### config.mk
export PLATFORM = sky130hd
export DESIGN_NAME = game_over_sprite_fetch
export DESIGN_NICKNAME = d
export VERILOG_FILES = /design/src/rtl/game_over_sprite_fetch.sv
export SDC_FILE = /design/constraint.sdc
export NUM_CORES = 1
export LEC_CHECK = 0
export BUFFER_PORTS_ARGS = -buffer_cell sky130_fd_sc_hd__buf_2
export CORE_UTILIZATION = 47
export CTS_CLUSTER_SIZE = 24
export DETAILED_ROUTE_END_ITERATION = 10
export GPL_ROUTABILITY_DRIVEN = 0
export PLACE_DENSITY = 0.76
export SLEW_MARGIN = 20
export SYNTH_ARGS = -nofsm -noshare
export SYNTH_HDL_FRONTEND = slang
export SYNTH_SLANG_ARGS = --single-unit
### constraint.sdc
create_clock -name Clk -period 2.8 [get_ports Clk]
set_clock_uncertainty 0.15 [all_clocks]
set_input_delay 0.28 -clock Clk [delete_from_list [all_inputs] [get_ports Clk]]
set_output_delay 0.28 -clock Clk [all_outputs]
set_load 0.02 [all_outputs]
### src/rtl/game_over_sprite_fetch.sv
`default_nettype none
// ============================================================================
// game_over_sprite_fetch : Game Over banner fetch, frame-latched and blinking
// Revision: 1.0
// ============================================================================
module game_over_sprite_fetch #(
  parameter int          SPRITE_W     = 128,
  parameter int          SPRITE_H     = 64,
  parameter int          BLINK_FRAMES = 30,
  parameter logic [23:0] TRANSPARENT  = 24'h000000
) (
  input  logic        Clk,
  input  logic        Reset,
  input  logic        vsync_pulse,
  input  logic        enable,
  input  logic [9:0]  pos_x,
  input  logic [9:0]  pos_y,
  input  logic [9:0]  DrawX,
  input  logic [9:0]  DrawY,
  input  logic        pixel_req,
  output logic [18:0] read_address,
  input  logic [23:0] rom_data,
  output logic        pixel_valid,
  output logic        pixel_on,
  output logic [23:0] pixel_color
);

  localparam int              c_CW   = (BLINK_FRAMES > 1) ? $clog2(BLINK_FRAMES) : 1;
  localparam logic [c_CW-1:0] c_LAST = c_CW'(BLINK_FRAMES - 1);
  localparam logic [10:0]     c_W11  = 11'(SPRITE_W);
  localparam logic [10:0]     c_H11  = 11'(SPRITE_H);
  localparam logic [18:0]     c_W19  = 19'(SPRITE_W);

  typedef enum logic [1:0] {
    S_IDLE = 2'd0,
    S_ON   = 2'd1,
    S_OFF  = 2'd2
  } state_t;

  state_t          r_state;
  logic [c_CW-1:0] r_cnt;
  logic [9:0]      r_sx;
  logic [9:0]      r_sy;
  logic            r_en;
  logic            r_v1;
  logic            r_h1;
  logic            r_v2;
  logic            r_h2;

  logic [10:0]     w_x_end;
  logic [10:0]     w_y_end;
  logic            w_visible;
  logic            w_hit;
  logic [9:0]      w_dx;
  logic [9:0]      w_dy;
  logic [18:0]     w_addr;
  logic            w_opaque;

  // 11-bit bounds so a box hanging off the right/bottom edge clips, not wraps
  assign w_x_end   = {1'b0, r_sx} + c_W11;
  assign w_y_end   = {1'b0, r_sy} + c_H11;
  assign w_visible = (r_state == S_ON) && r_en;
  assign w_hit     = pixel_req && w_visible &&
                     ({1'b0, DrawX} >= {1'b0, r_sx}) && ({1'b0, DrawX} < w_x_end) &&
                     ({1'b0, DrawY} >= {1'b0, r_sy}) && ({1'b0, DrawY} < w_y_end);
  assign w_dx      = DrawX - r_sx;
  assign w_dy      = DrawY - r_sy;
  assign w_addr    = 19'(w_dy) * c_W19 + 19'(w_dx);
  assign w_opaque  = r_h2 && (rom_data != TRANSPARENT);

  // Frame latch and blink schedule; the FSM sees this cycle's enable directly
  always_ff @(posedge Clk) begin
    if (Reset) begin
      r_sx    <= '0;
      r_sy    <= '0;
      r_en    <= 1'b0;
      r_state <= S_IDLE;
      r_cnt   <= '0;
    end else if (vsync_pulse) begin
      r_sx <= pos_x;
      r_sy <= pos_y;
      r_en <= enable;
      case (r_state)
        S_IDLE: begin
          if (enable) begin
            r_state <= S_ON;
            r_cnt   <= '0;
          end
        end
        S_ON, S_OFF: begin
          if (!enable) begin
            r_state <= S_IDLE;
            r_cnt   <= '0;
          end else if (r_cnt == c_LAST) begin
            r_state <= (r_state == S_ON) ? S_OFF : S_ON;
            r_cnt   <= '0;
          end else begin
            r_cnt <= r_cnt + 1'b1;
          end
        end
        default: begin
          r_state <= S_IDLE;
          r_cnt   <= '0;
        end
      endcase
    end
  end

  // Three-stage pixel pipeline; the ROM itself supplies the middle register
  always_ff @(posedge Clk) begin
    if (Reset) begin
      read_address <= '0;
      r_v1         <= 1'b0;
      r_h1         <= 1'b0;
      r_v2         <= 1'b0;
      r_h2         <= 1'b0;
      pixel_valid  <= 1'b0;
      pixel_on     <= 1'b0;
      pixel_color  <= '0;
    end else begin
      read_address <= w_hit ? w_addr : '0;
      r_v1         <= pixel_req;
      r_h1         <= w_hit;
      r_v2         <= r_v1;
      r_h2         <= r_h1;
      pixel_valid  <= r_v2;
      pixel_on     <= w_opaque;
      pixel_color  <= w_opaque ? rom_data : '0;
    end
  end

endmodule
`default_nettype wire
==> metrics.txt, run 1 <==
# TYPE chip_impl_metric gauge
chip_impl_info{name="synth_most_common_cell",value="dfxtp_1"} 1
chip_impl_metric{name="ys_warn_count",unit=""} 0
chip_impl_metric{name="setup_viol",unit=""} 9
chip_impl_metric{name="boundaryPins",unit=""} 114
chip_impl_metric{name="r2r_slack",unit="ns"} -0.23
chip_impl_metric{name="synth_fp_nets",unit=""} 524
chip_impl_metric{name="row_count",unit=""} 32
chip_impl_metric{name="num_antenna_cells",unit=""} 0
chip_impl_metric{name="count_of_flip_flops_with_a_built_in_enable_after_synthesis",unit=""} 0
chip_impl_info{name="crit_path_category",value="flip-flop to flip-flop"} 1
chip_impl_metric{name="avgRoutedWirePerCell",unit="µm"} 13.7
chip_impl_metric{name="buffer_ports.inserted",unit=""} 112
chip_impl_info{name="tritoncts_clock_tree",value="built"} 1
chip_impl_metric{name="drcViolationCount",unit=""} 0
chip_impl_metric{name="grt_util_all_layers",unit="%"} 22.1
chip_impl_info{name="worst_setup_path_end_kind",value="flip-flop"} 1
chip_impl_info{name="synthTopCellsByCount",value="dfxtp_1, nor2_1, inv_1"} 1
chip_impl_metric{name="slew_headroom",unit="%"} 46.2
chip_impl_metric{name="vias",unit=""} 3524
chip_impl_metric{name="layout_min_cycle_time",unit="ns"} 3.03
chip_impl_info{name="violations_in_the_final_reports",value="negative setup slack"} 1
chip_impl_metric{name="layout.filler_cells",unit=""} 577
chip_impl_metric{name="synthArstFlopShare",unit="%"} 0
chip_impl_metric{name="netlist_instances",unit=""} 415
chip_impl_metric{name="worst_reg_to_reg_cells",unit=""} 15
chip_impl_metric{name="vdd_drop_max",unit="mV"} 0.267
chip_impl_info{name="largest_delay_contributor_family_on_the_critical_path",value="adder cells"} 1
chip_impl_metric{name="yosysSeqAreaShare",unit="%"} 39.2
chip_impl_metric{name="drive_above_1_share",unit="%"} 33.1
chip_impl_metric{name="die_w",unit="µm"} 92.9
chip_impl_metric{name="grt_pass1_wl",unit="µm"} 15100
chip_impl_info{name="critical-path-top-cell-by-count",value="inv_2"} 1
chip_impl_metric{name="cts_inserted_buffers",unit=""} 9
chip_impl_info{name="crit-reg2reg-launch",value="r_sx[4]"} 1
chip_impl_metric{name="fin_crit_sh",unit="%"} 108
chip_impl_metric{name="timing.critical_path.required",unit="ns"} 2.91
chip_impl_metric{name="finalWirelength",unit="µm"} 9590
chip_impl_metric{name="antenna_found_initial",unit=""} 0
chip_impl_metric{name="clock_sinks",unit=""} 76
chip_impl_metric{name="total_power",unit="mW"} 2.85
chip_impl_metric{name="hold_violations",unit=""} 0
chip_impl_metric{name="num-nets-final",unit=""} 700
chip_impl_info{name="outcome",value="complete, but fails checks"} 1
chip_impl_metric{name="drt_first_pass_iters",unit=""} 4
chip_impl_metric{name="cp.arrival",unit="ns"} 3.15
chip_impl_metric{name="floorplan.core_area",unit="mm²"} 0.00785
chip_impl_metric{name="peak_freq",unit="MHz"} 330
chip_impl_metric{name="timing_max_transition_violations_final",unit=""} 0
chip_impl_metric{name="powerDensity",unit="mW/mm²"} 521
chip_impl_metric{name="groute.layer.met1.usage",unit="%"} 27.5
chip_impl_info{name="crit_path_start_kind",value="flip-flop"} 1
chip_impl_info{name="critical_path.cell_chain",value="inv_2 -> ha_4 -> a21o_1 -> a21oi_1 -> nor2b_1 -> a311o_1 -> buf_4 -> xor2_1 -> ha_2 -> inv_2 -> fa_2 -> inv_2 -> a21o_1 -> nand3_2 -> nor4b_4"} 1
chip_impl_info{name="post_synth_main_area_contributors",value="dfxtp_1, ha_1, mux2i_1"} 1
chip_impl_metric{name="use_met2",unit="%"} 37.7
chip_impl_info{name="hold_path.startpoint",value="pos_y[3]"} 1
chip_impl_metric{name="number_of_global_route_vias_before_repair",unit=""} 3342
chip_impl_metric{name="detailed_place_hpwl",unit="µm"} 6780
chip_impl_metric{name="synthDistinctLibCells",unit=""} 52
chip_impl_info{name="cell_at_the_root_of_the_clock_tree",value="clkbuf_8"} 1
chip_impl_metric{name="worst-slew-pin-transition",unit="ns"} 0.808
chip_impl_info{name="netlist.top_cell.by_area",value="dfxtp_1"} 1
chip_impl_metric{name="synth.ff_latch_count",unit=""} 76
chip_impl_metric{name="viasPerCell",unit=""} 5.05
chip_impl_metric{name="drtAntennaViolNets",unit=""} 0
chip_impl_metric{name="gr-total-overflow",unit=""} 0
chip_impl_metric{name="dieHeight",unit="µm"} 92.9
chip_impl_metric{name="drv_cap",unit=""} 0
chip_impl_metric{name="insertion_delay",unit="ns"} 0.36
chip_impl_info{name="busiest_layer_in_global_routing",value="met2"} 1
chip_impl_metric{name="use_met3",unit="%"} 3.69
chip_impl_info{name="crit-reg2reg-capture",value="read_address[17]"} 1
chip_impl_metric{name="max_stage_delay",unit="ns"} 0.39
chip_impl_info{name="min_to",value="r_sy[3]"} 1
chip_impl_metric{name="cts_max_path_buffers",unit=""} 2
chip_impl_metric{name="grt_start_max_net_pins",unit=""} 29
chip_impl_metric{name="whs_path_depth",unit=""} 3
chip_impl_metric{name="design.die.area",unit="mm²"} 0.00863
chip_impl_metric{name="p_leak",unit="nW"} 2.64
chip_impl_info{name="grt_setup_unrepaired",value="yes"} 1
chip_impl_metric{name="synthToLayoutAreaGrowth",unit="%"} 40.9
chip_impl_metric{name="crit_path_max_fanout",unit=""} 3
chip_impl_metric{name="dp_slack",unit="ns"} -0.405
chip_impl_metric{name="deepest_level_of_the_cts_h_tree",unit=""} 3
chip_impl_info{name="synthFlopType",value="dfxtp_1"} 1
chip_impl_metric{name="mappedNetlistArea",unit="mm²"} 0.00388
chip_impl_metric{name="initialDrtViolationCount",unit=""} 111
chip_impl_info{name="cp_slowest_cell",value="fa_2"} 1
chip_impl_metric{name="final_critical_path_setup_slack",unit="ns"} -0.233
chip_impl_metric{name="mean_instance_size_in_the_synthesized_netlist",unit="µm²"} 9.36
chip_impl_metric{name="cts.clk_slew.worst_paths",unit="ns"} 0.09
chip_impl_metric{name="initial_core_util",unit="%"} 49.5
chip_impl_info{name="worstHoldPathType",value="primary input to flip-flop"} 1
chip_impl_metric{name="worstPathBufferInverterCount",unit=""} 4
chip_impl_metric{name="yosys.area.top_type_share",unit="%"} 39.2
layout by cell type (no fill, tap or decap), drive strengths merged, types with 4 or more instances in the layout:
cell type,instances
and2,24
xnor2,15
nor4,7
nor2,50
a21o,16
a31oi,4
inv,45
nand2,8
nand3,8
buf,147
mux2i,21
a21oi,12
nor2b,11
nor3,6
a211oi,4
o21ai,8
nand4,5
dlygate4sd3,29
dfxtp,76
clkbuf,9
ha,37
xor2,12
metal layers:
layer  vias to the layer above  share of wire, %
met5                         -                 0
met4                         0               1.8
met3                        15               3.8
met2                        94                50
met1                      1642                44
li1                       1773                 -
sequential cells by signal, summed over array words and instances (netlist names), 2 cells and up:
register and flops:
read_address 18, r_sx 10, r_state 2, r_cnt 5, pixel_color 24, r_sy 10
power by group:
part / internal [mW] / switching [mW] / total [mW]
logic: 0.390 / 0.365 / 0.755
registers: 1.10 / 0.0194 / 1.12
clock network: 0.517 / 0.453 / 0.970
total: 2.01 / 0.837 / 2.85
cell families (layout without fill, tap and decap cells):
group                      Yosys count  count (layout)  share of synthesized area, %
and+or+nand+nor                    134             134                          18.7
DFF                                 76              76                          39.2
muxes                               21              21                          5.41
xor gates and xnor gates            27              27                          6.09
other                                1               1                        0.0965
buffers and inverters               52             233                          5.31
AOI/OAI and AO/OA                   64              64                          11.8
adders and majority gates           40              40                          13.5
stage by stage:
step	std cells	hold slack, ns	setup TNS [ns]	cell area, µm²	utilization (%)
global route	698	0.0163	-3.20	5470	69.8
CTS	695	0.00366	-1.61	5400	68.9
global placement	645	0.267	-1.91	4770	60.8
finish	698	0.00731	-1.79	5470	69.8
floorplan	415	0.213	-0.446	3930	-
detailed placement	645	0.273	-2.67	4770	60.8
how the worst max path moves through the flow:
stage | startpoint | end | cells past startpoint
finish | r_sx[4] | read_address[17] | 15
global placement | DrawX[0] | read_address[16] | 18
global route | r_sx[0] | read_address[14] | 16
CTS | r_sx[4] | read_address[17] | 15
floorplan | r_sx[1] | read_address[16] | 15
detailed placement | DrawX[0] | read_address[16] | 18
final cells by class:
class,count,area [µm²],area share (%)
clock buffers,9,124,2.26
clock inverters,7,105,1.92
inverters,41,154,2.81
multi-input cells,287,2300,42.1
flip-flops and latches,76,1530,27.9
well taps,102,128,2.33
repair buffers,176,1130,20.7
timing repair:
item	4_1_cts	5_1_grt
pin swaps	22	12
resized for setup	20	4
endpoints found under the setup margin	9	10
setup buffers	5	3
hold endpoints to repair	29	0
hold buffers	29	0
worst reg2reg max path, stage by stage (launching register included):
cell and delay (ns):
dfxtp_2 0.34, inv_2 0.04, ha_4 0.21, a21o_1 0.15
a21oi_1 0.11, nor2b_1 0.06, a311o_1 0.35, buf_4 0.15
xor2_1 0.15, ha_2 0.21, inv_2 0.04, fa_2 0.39
inv_2 0.06, a21o_1 0.15, nand3_2 0.12, nor4b_4 0.24
(Power assumes the default switching activity.)
==> run 2, diff against run 1 <==
--- a/config.mk
+++ b/config.mk
@@ -6,6 +6,7 @@
 export NUM_CORES = 1
 export LEC_CHECK = 0
 export BUFFER_PORTS_ARGS = -buffer_cell sky130_fd_sc_hd__buf_2
+export CORE_ASPECT_RATIO = 0.6
 export CORE_UTILIZATION = 47
 export CTS_CLUSTER_SIZE = 24
 export DETAILED_ROUTE_END_ITERATION = 10
==> run 2 against run 1 <==
Against the previous run:
- the run still ends with negative setup slack left
- global-route usage increased by 3.0 points
- critical path depth increased by 1
- first-iteration DRC count increased by 37%
- final area increased by 0.43%
- total power increased by 11%
- flip-flop and latch count unchanged
- sequential share of layout area decreased by 0.12 points
- sequential power about the same
- cell count increased by 0.43%
- largest cell class unchanged
- highest routed layer unchanged
==> metrics.txt, run 2 (synthesis gave the netlist of run 1 again) <==
# TYPE chip_impl_metric gauge
chip_impl_info{name="cell_at_the_root_of_the_clock_tree",value="clkbuf_16"} 1
chip_impl_metric{name="fin_crit_sh",unit="%"} 114
chip_impl_metric{name="initial_core_util",unit="%"} 48.9
chip_impl_metric{name="internal_power",unit="mW"} 2.29
chip_impl_metric{name="final_critical_path_setup_slack",unit="ns"} -0.392
chip_impl_metric{name="num-nets-final",unit=""} 697
chip_impl_metric{name="initialDrtViolationCount",unit=""} 152
chip_impl_metric{name="setup_viol",unit=""} 19
chip_impl_info{name="tritoncts_clock_tree",value="built"} 1
chip_impl_metric{name="vdd_drop_max",unit="mV"} 0.356
chip_impl_metric{name="synthToLayoutAreaGrowth",unit="%"} 41.5
chip_impl_metric{name="largest_reg_flops",unit=""} 24
chip_impl_metric{name="dp_slack",unit="ns"} -0.513
chip_impl_metric{name="grt_pass1_wl",unit="µm"} 16500
chip_impl_metric{name="cts_inserted_buffers",unit=""} 9
chip_impl_metric{name="layout.filler_cells",unit=""} 605
chip_impl_metric{name="viasPerCell",unit=""} 5.14
chip_impl_metric{name="floorplan.core_area",unit="mm²"} 0.00795
chip_impl_metric{name="die_w",unit="µm"} 119
chip_impl_metric{name="vias",unit=""} 3600
chip_impl_metric{name="grt_start_max_net_pins",unit=""} 28
chip_impl_metric{name="timing_max_transition_violations_final",unit=""} 0
chip_impl_info{name="worst_setup_path_end_kind",value="flip-flop"} 1
chip_impl_metric{name="worst-slew-pin-transition",unit="ns"} 0.779
chip_impl_metric{name="net_switching_fraction_of_the_power",unit="%"} 27.8
chip_impl_metric{name="gr-total-overflow",unit=""} 0
chip_impl_info{name="top_regs",value="pixel_color x24, read_address x18"} 1
chip_impl_metric{name="cts_max_path_buffers",unit=""} 2
chip_impl_metric{name="insertion_delay",unit="ns"} 0.35
chip_impl_metric{name="grt_util_all_layers",unit="%"} 25.1
chip_impl_metric{name="drcViolationCount",unit=""} 0
chip_impl_metric{name="final_util",unit="%"} 69.2
chip_impl_metric{name="slew_headroom",unit="%"} 48.1
chip_impl_metric{name="use_met2",unit="%"} 41.6
chip_impl_metric{name="powerDensity",unit="mW/mm²"} 577
chip_impl_info{name="largest_register",value="pixel_color"} 1
chip_impl_metric{name="boundaryPins",unit=""} 114
chip_impl_metric{name="avgRoutedWirePerCell",unit="µm"} 15.1
chip_impl_metric{name="buffer_ports.inserted",unit=""} 112
chip_impl_metric{name="clock_sinks",unit=""} 76
chip_impl_info{name="busiest_layer_in_global_routing",value="met2"} 1
chip_impl_metric{name="hold_violations",unit=""} 0
chip_impl_metric{name="use_met3",unit="%"} 7.00
chip_impl_metric{name="cts.clk_slew.worst_paths",unit="ns"} 0.06
chip_impl_metric{name="p_leak",unit="nW"} 2.69
chip_impl_info{name="grt_setup_unrepaired",value="yes"} 1
chip_impl_metric{name="deepest_level_of_the_cts_h_tree",unit=""} 3
chip_impl_metric{name="crit_path_max_fanout",unit=""} 3
chip_impl_metric{name="cp.arrival",unit="ns"} 3.27
chip_impl_metric{name="num_antenna_cells",unit=""} 0
chip_impl_metric{name="peak_freq",unit="MHz"} 313
chip_impl_metric{name="antenna_found_initial",unit=""} 0
chip_impl_metric{name="drive_above_1_share",unit="%"} 35.9
chip_impl_info{name="final_cell_mix",value="buf_2, dfxtp_1, buf_4, nor2_1, inv_1"} 1
chip_impl_metric{name="dieHeight",unit="µm"} 72.4
chip_impl_metric{name="number_of_global_route_vias_before_repair",unit=""} 3508
chip_impl_metric{name="drtAntennaViolNets",unit=""} 0
chip_impl_metric{name="area.sequential",unit="mm²"} 0.00153
chip_impl_metric{name="timing.critical_path.required",unit="ns"} 2.88
chip_impl_metric{name="multi_input_comb_area",unit="mm²"} 0.00231
chip_impl_metric{name="drv_cap",unit=""} 0
chip_impl_info{name="crit_path_category",value="flip-flop to flip-flop"} 1
chip_impl_info{name="worstHoldPathType",value="primary input to flip-flop"} 1
chip_impl_metric{name="drt_first_pass_iters",unit=""} 4
chip_impl_metric{name="layout_min_cycle_time",unit="ns"} 3.19
chip_impl_metric{name="finalWirelength",unit="µm"} 10600
chip_impl_metric{name="groute.layer.met1.usage",unit="%"} 31.1
chip_impl_info{name="crit_path_start_kind",value="flip-flop"} 1
chip_impl_info{name="violations_in_the_final_reports",value="negative setup slack"} 1
chip_impl_metric{name="design.die.area",unit="mm²"} 0.00865
chip_impl_metric{name="power.sequential.fraction",unit="%"} 35.5
chip_impl_metric{name="row_count",unit=""} 25
chip_impl_metric{name="detailed_place_hpwl",unit="µm"} 7280
chip_impl_info{name="final_common_cell",value="buf_2"} 1
chip_impl_info{name="outcome",value="complete, but fails checks"} 1
chip_impl_metric{name="power.combinational.fraction",unit="%"} 24.5
chip_impl_metric{name="p_sw",unit="µW"} 881
chip_impl_metric{name="share_clk_of_total_power",unit="%"} 40.0
[run 2: changes by cell type in the layout (fill, tap and decap cells not counted), sizes merged]
cell and delta:
buf +19, clkbuf +1, clkinv +3, clkinvlp -1, dlygate4sd3 -22, inv -3
[run 2: area by class of cell]
class | count | area share [%]
Clock buffer | 10 | 4.16
Clock inverter | 6 | 1.78
Inverter | 41 | 2.80
Multi-Input combinational cell | 287 | 42.0
Sequential cell | 76 | 27.8
Tap cell | 108 | 2.46
Timing Repair Buffer | 173 | 19.0
[run 2: final timing paths]
kind                      from          endpoint  slack [ns]  cells after the start
hold / removal    rom_data[17]   pixel_color[17]       0.004                      2
setup / recovery       r_sx[0]  read_address[14]       -0.39                     16
hold reg to reg           r_v2       pixel_valid        0.29                      1
setup reg to reg       r_sx[0]  read_address[14]       -0.39                     16
[run 2: metrics by stage]
stage	cell area [µm²]	hold slack, ns	cells	setup TNS [ns]	power (mW)
after floorplan	3930	0.213	415	-0.446	1.56
after global placement	4840	0.274	659	-2.76	1.79
after detailed placement	4840	0.283	659	-4.05	1.81
after CTS	5400	0.000141	698	-2.30	3.13
after global routing	5500	0.00390	701	-5.19	3.31
final	5500	0.00440	701	-3.68	3.17
[run 2: power by group through the flow]
stage	Sequential (mW)	Combinational (mW)	Clock [mW]
6_report	1.12	0.778	1.27
5_1_grt	1.13	0.846	1.33
4_1_cts	1.12	0.721	1.28
3_5_place_dp	1.15	0.663	0
3_3_place_gp	1.15	0.644	0
2_1_floorplan	1.14	0.418	0
[run 2: critical path, stage by stage, from the launching register on]
cell and delay, ns:
dfxtp_4 0.36, ha_4 0.16, fa_2 0.37, nor2b_4 0.15, o21ai_2 0.08, nand2b_1 0.10
a31o_2 0.16, a21o_1 0.13, a21o_1 0.21, xor2_2 0.18, ha_1 0.25, a21o_1 0.17
a21oi_2 0.21, nor4_4 0.06, nand3_1 0.12, xor2_1 0.16, nor2_1 0.06
[run 2: routing by layer]
layer / vias up / share of wire [%]
met3: 24 / 6.5
met1: 1681 / 45
met5: - / 0
met2: 137 / 46
li1: 1758 / -
met4: 0 / 2.6
[run 2: repair_timing]
action / in CTS / in global routing
setup endpoints to repair: 10 / 19
gates resized for setup: 10 / 13
pin swaps: 18 / 17
hold buffers: 7 / 0
endpoints found under the hold margin: 7 / 0
setup buffers: 16 / 3
==> run 3, diff against run 2 <==
--- a/config.mk
+++ b/config.mk
@@ -5,13 +5,14 @@
 export SDC_FILE = /design/constraint.sdc
 export NUM_CORES = 1
 export LEC_CHECK = 0
+export ABC_AREA = 1
 export BUFFER_PORTS_ARGS = -buffer_cell sky130_fd_sc_hd__buf_2
 export CORE_ASPECT_RATIO = 0.6
-export CORE_UTILIZATION = 47
+export CORE_UTILIZATION = 48
 export CTS_CLUSTER_SIZE = 24
 export DETAILED_ROUTE_END_ITERATION = 10
 export GPL_ROUTABILITY_DRIVEN = 0
-export PLACE_DENSITY = 0.76
+export PLACE_DENSITY = 0.77
 export SLEW_MARGIN = 20
 export SYNTH_ARGS = -nofsm -noshare
 export SYNTH_HDL_FRONTEND = slang
==> run 3 against run 2 <==
Against the previous run:
- the flow still finishes with violations (negative setup slack)
- synthesized area is 5.8% higher
- worst setup slack better by 0.27 ns
- clock power shrank 6%
- core utilization is 1.5 points lower
- combinational power up 12%
- count of clock-buffer cells in the layout down 1
- sequential power is essentially flat
- non-clock buffer count down 32
- first-iteration DRC count grew 78%
- total power up 0.63%
- cell count up 15%
- hold slack improved by 0.011 ns
- largest power group unchanged
==> metrics.txt, run 3 <==
# TYPE chip_impl_metric gauge
chip_impl_info{name="outcome",value="complete, but fails checks"} 1
chip_impl_info{name="violations_in_the_final_reports",value="negative setup slack"} 1
chip_impl_metric{name="initial_core_util",unit="%"} 50.9
chip_impl_info{name="grt_setup_unrepaired",value="yes"} 1
chip_impl_info{name="tritoncts_clock_tree",value="built"} 1
chip_impl_info{name="hold_path.startpoint",value="pos_y[0]"} 1
chip_impl_metric{name="placed_cell_area",unit="mm²"} 0.00497
chip_impl_info{name="crit-reg2reg-launch",value="r_sx[3]"} 1
chip_impl_metric{name="largest_reg_flops",unit=""} 24
chip_impl_info{name="synthTopCellsByCount",value="inv_1, nand2_1, dfxtp_1"} 1
chip_impl_metric{name="finalNonFillerCells",unit=""} 808
chip_impl_info{name="final_common_cell",value="buf_2"} 1
chip_impl_metric{name="drtAntennaViolNets",unit=""} 0
chip_impl_metric{name="num_antenna_cells",unit=""} 0
chip_impl_metric{name="layout_min_cycle_time",unit="ns"} 2.92
chip_impl_metric{name="antenna_found_initial",unit=""} 0
chip_impl_info{name="min_to",value="r_sy[0]"} 1
chip_impl_info{name="crit-reg2reg-capture",value="read_address[15]"} 1
chip_impl_metric{name="num-nets-final",unit=""} 804
chip_impl_metric{name="drt_first_pass_iters",unit=""} 5
chip_impl_info{name="worstHoldPathType",value="primary input to flip-flop"} 1
chip_impl_metric{name="vias",unit=""} 4057
chip_impl_metric{name="detailed_place_hpwl",unit="µm"} 8460
chip_impl_metric{name="grt_pass1_wl",unit="µm"} 17400
chip_impl_metric{name="slew_headroom",unit="%"} 56.4
chip_impl_metric{name="clock_sinks",unit=""} 76
chip_impl_metric{name="boundaryPins",unit=""} 114
chip_impl_metric{name="yosys.area.top_type_share",unit="%"} 37.0
chip_impl_metric{name="viasPerCell",unit=""} 5.02
chip_impl_metric{name="r2r_slack",unit="ns"} -0.12
chip_impl_metric{name="yosysSeqAreaShare",unit="%"} 37.0
chip_impl_metric{name="timing_max_transition_violations_final",unit=""} 0
chip_impl_metric{name="fin_worst_hold_slack",unit="ns"} 0.0154
chip_impl_metric{name="insertion_delay",unit="ns"} 0.34
chip_impl_metric{name="synthArstFlopShare",unit="%"} 0
chip_impl_metric{name="mean_instance_size_in_the_synthesized_netlist",unit="µm²"} 7.42
chip_impl_metric{name="fin_crit_sh",unit="%"} 104
chip_impl_info{name="crit_path_start_kind",value="flip-flop"} 1
chip_impl_info{name="synthFlopType",value="dfxtp_1"} 1
chip_impl_metric{name="worst-slew-pin-transition",unit="ns"} 0.653
chip_impl_metric{name="synth_fp_nets",unit=""} 663
chip_impl_metric{name="setup_viol",unit=""} 5
chip_impl_metric{name="powerDensity",unit="mW/mm²"} 584
chip_impl_metric{name="netlist_instances",unit=""} 554
chip_impl_metric{name="dieHeight",unit="µm"} 73.7
chip_impl_metric{name="cts_inserted_buffers",unit=""} 9
chip_impl_metric{name="final_critical_path_setup_slack",unit="ns"} -0.122
chip_impl_metric{name="peak_freq",unit="MHz"} 342
chip_impl_metric{name="mappedNetlistArea",unit="mm²"} 0.00411
chip_impl_metric{name="p_leak",unit="nW"} 2.83
chip_impl_info{name="worst_setup_path_end_kind",value="flip-flop"} 1
chip_impl_metric{name="gr-total-overflow",unit=""} 0
chip_impl_metric{name="die_w",unit="µm"} 121
chip_impl_metric{name="count_of_flip_flops_with_a_built_in_enable_after_synthesis",unit=""} 0
chip_impl_metric{name="avgRoutedWirePerCell",unit="µm"} 14.0
chip_impl_metric{name="total_power",unit="mW"} 3.19
chip_impl_metric{name="cts-hold-fix-buffers",unit=""} 0
chip_impl_metric{name="drcViolationCount",unit=""} 0
chip_impl_metric{name="timing.critical_path.required",unit="ns"} 2.93
chip_impl_metric{name="final_util",unit="%"} 67.7
chip_impl_metric{name="deepest_level_of_the_cts_h_tree",unit=""} 3
chip_impl_metric{name="row_count",unit=""} 25
chip_impl_metric{name="finalWirelength",unit="µm"} 11300
chip_impl_info{name="netlist.top_cell.by_area",value="dfxtp_1"} 1
chip_impl_metric{name="whs_path_depth",unit=""} 3
chip_impl_metric{name="number_of_global_route_vias_before_repair",unit=""} 3711
chip_impl_metric{name="drv_cap",unit=""} 0
chip_impl_info{name="cell_at_the_root_of_the_clock_tree",value="clkbuf_16"} 1
chip_impl_info{name="largest_register",value="pixel_color"} 1
chip_impl_metric{name="synth.ff_latch_count",unit=""} 76
chip_impl_metric{name="drive_above_1_share",unit="%"} 32.3
chip_impl_metric{name="grt_util_all_layers",unit="%"} 25.5
chip_impl_metric{name="final_area",unit="mm²"} 0.00547
chip_impl_metric{name="cts_max_path_buffers",unit=""} 2
chip_impl_metric{name="vdd_drop_max",unit="mV"} 0.387
chip_impl_metric{name="grt_start_max_net_pins",unit=""} 26
chip_impl_metric{name="crit_path_max_fanout",unit=""} 4
chip_impl_metric{name="design.die.area",unit="mm²"} 0.00895
chip_impl_metric{name="synthToLayoutAreaGrowth",unit="%"} 33.0
chip_impl_info{name="crit_path_category",value="flip-flop to flip-flop"} 1
chip_impl_metric{name="worst_reg_to_reg_cells",unit=""} 17
chip_impl_metric{name="hold_violations",unit=""} 0
chip_impl_metric{name="cp.arrival",unit="ns"} 3.05
chip_impl_metric{name="dp_slack",unit="ns"} -0.221
chip_impl_metric{name="buffer_ports.inserted",unit=""} 112
chip_impl_info{name="final_cell_mix",value="buf_2, nand2_1, inv_1, dfxtp_1, nor2_1"} 1
chip_impl_metric{name="synthDistinctLibCells",unit=""} 37
chip_impl_metric{name="setup_tns",unit="ns"} -0.321
chip_impl_info{name="post_synth_main_area_contributors",value="dfxtp_1, ha_1, inv_1"} 1
chip_impl_metric{name="cts.clk_slew.worst_paths",unit="ns"} 0.06
chip_impl_metric{name="initialDrtViolationCount",unit=""} 271
chip_impl_metric{name="numPlacedInstances",unit=""} 783
chip_impl_metric{name="ys_warn_count",unit=""} 0
chip_impl_info{name="top_regs",value="pixel_color x24, read_address x18"} 1
chip_impl_metric{name="floorplan.core_area",unit="mm²"} 0.00807
-- run 3: worst max-delay path, cell delays in order (launching register included) --
cell and delay [ns]:
dfxtp_1 0.32, inv_2 0.06, ha_4 0.24, a21oi_4 0.19
o21ai_2 0.10, a21o_1 0.17, nand3_1 0.10, nand2_2 0.09
xnor2_2 0.15, fa_2 0.39, or2_4 0.27, nand2_4 0.08
nand3_4 0.09, nor2_4 0.18, nand2_1 0.10, nand2_1 0.07
nand2_1 0.05, nor2_1 0.07
-- run 3: worst max path at each step --
| stage | startpoint | to | slack, ns |
|---|---|---|---|
| floorplan | DrawX[0] | read_address[15] | 0.02 |
| global placement | DrawX[0] | read_address[15] | -0.13 |
| detailed placement | DrawX[0] | read_address[15] | -0.22 |
| CTS | r_sx[4] | read_address[15] | -0.04 |
| global route | r_sx[2] | read_address[15] | -0.25 |
| finish | r_sx[3] | read_address[15] | -0.12 |
-- run 3: timing repair --
| item | in CTS | in global routing |
|---|---|---|
| pin swaps | 9 | 5 |
| resized for setup | 18 | 16 |
| buffers inserted | 4 | 5 |
| setup endpoints to repair | 6 | 7 |
-- run 3: kinds of logic (layout without fill, tap and decap cells) --
| group | after synthesis | count (layout) | share of synthesized area [%] |
|---|---|---|---|
| buffers and inverters | 111 | 257 | 10.9 |
| xor gates and xnor gates | 15 | 15 | 3.20 |
| AOI/OAI and AO/OA | 78 | 78 | 10.5 |
| other | 1 | 1 | 0.0913 |
| adders and majority gates | 40 | 40 | 12.7 |
| and+or+nand+nor | 233 | 233 | 25.5 |
| DFF | 76 | 76 | 37.0 |
-- run 3: routing by layer --
layer	GRT usage, %	vias to the layer above	wire (µm)
li1	-	2032	-
met3	6.91	9	767
met1	34.0	1877	5270
met4	7.68	0	80
met5	0	-	0
met2	40.2	139	5170
-- run 3: final cells by class --
type	count	area, µm²
well taps	108	135
flip-flops and latches	76	1530
multi-input cells	367	2340
clock inverters	7	81.3
inverters	100	378
repair buffers	141	778
fillers	631	2600
clock buffers	9	225
-- run 3: power by group --
part           internal [mW]  switching, mW  leakage, nW
Combinational          0.358          0.511         2.07
Sequential              1.11         0.0208        0.620
Clock                  0.702          0.486        0.147
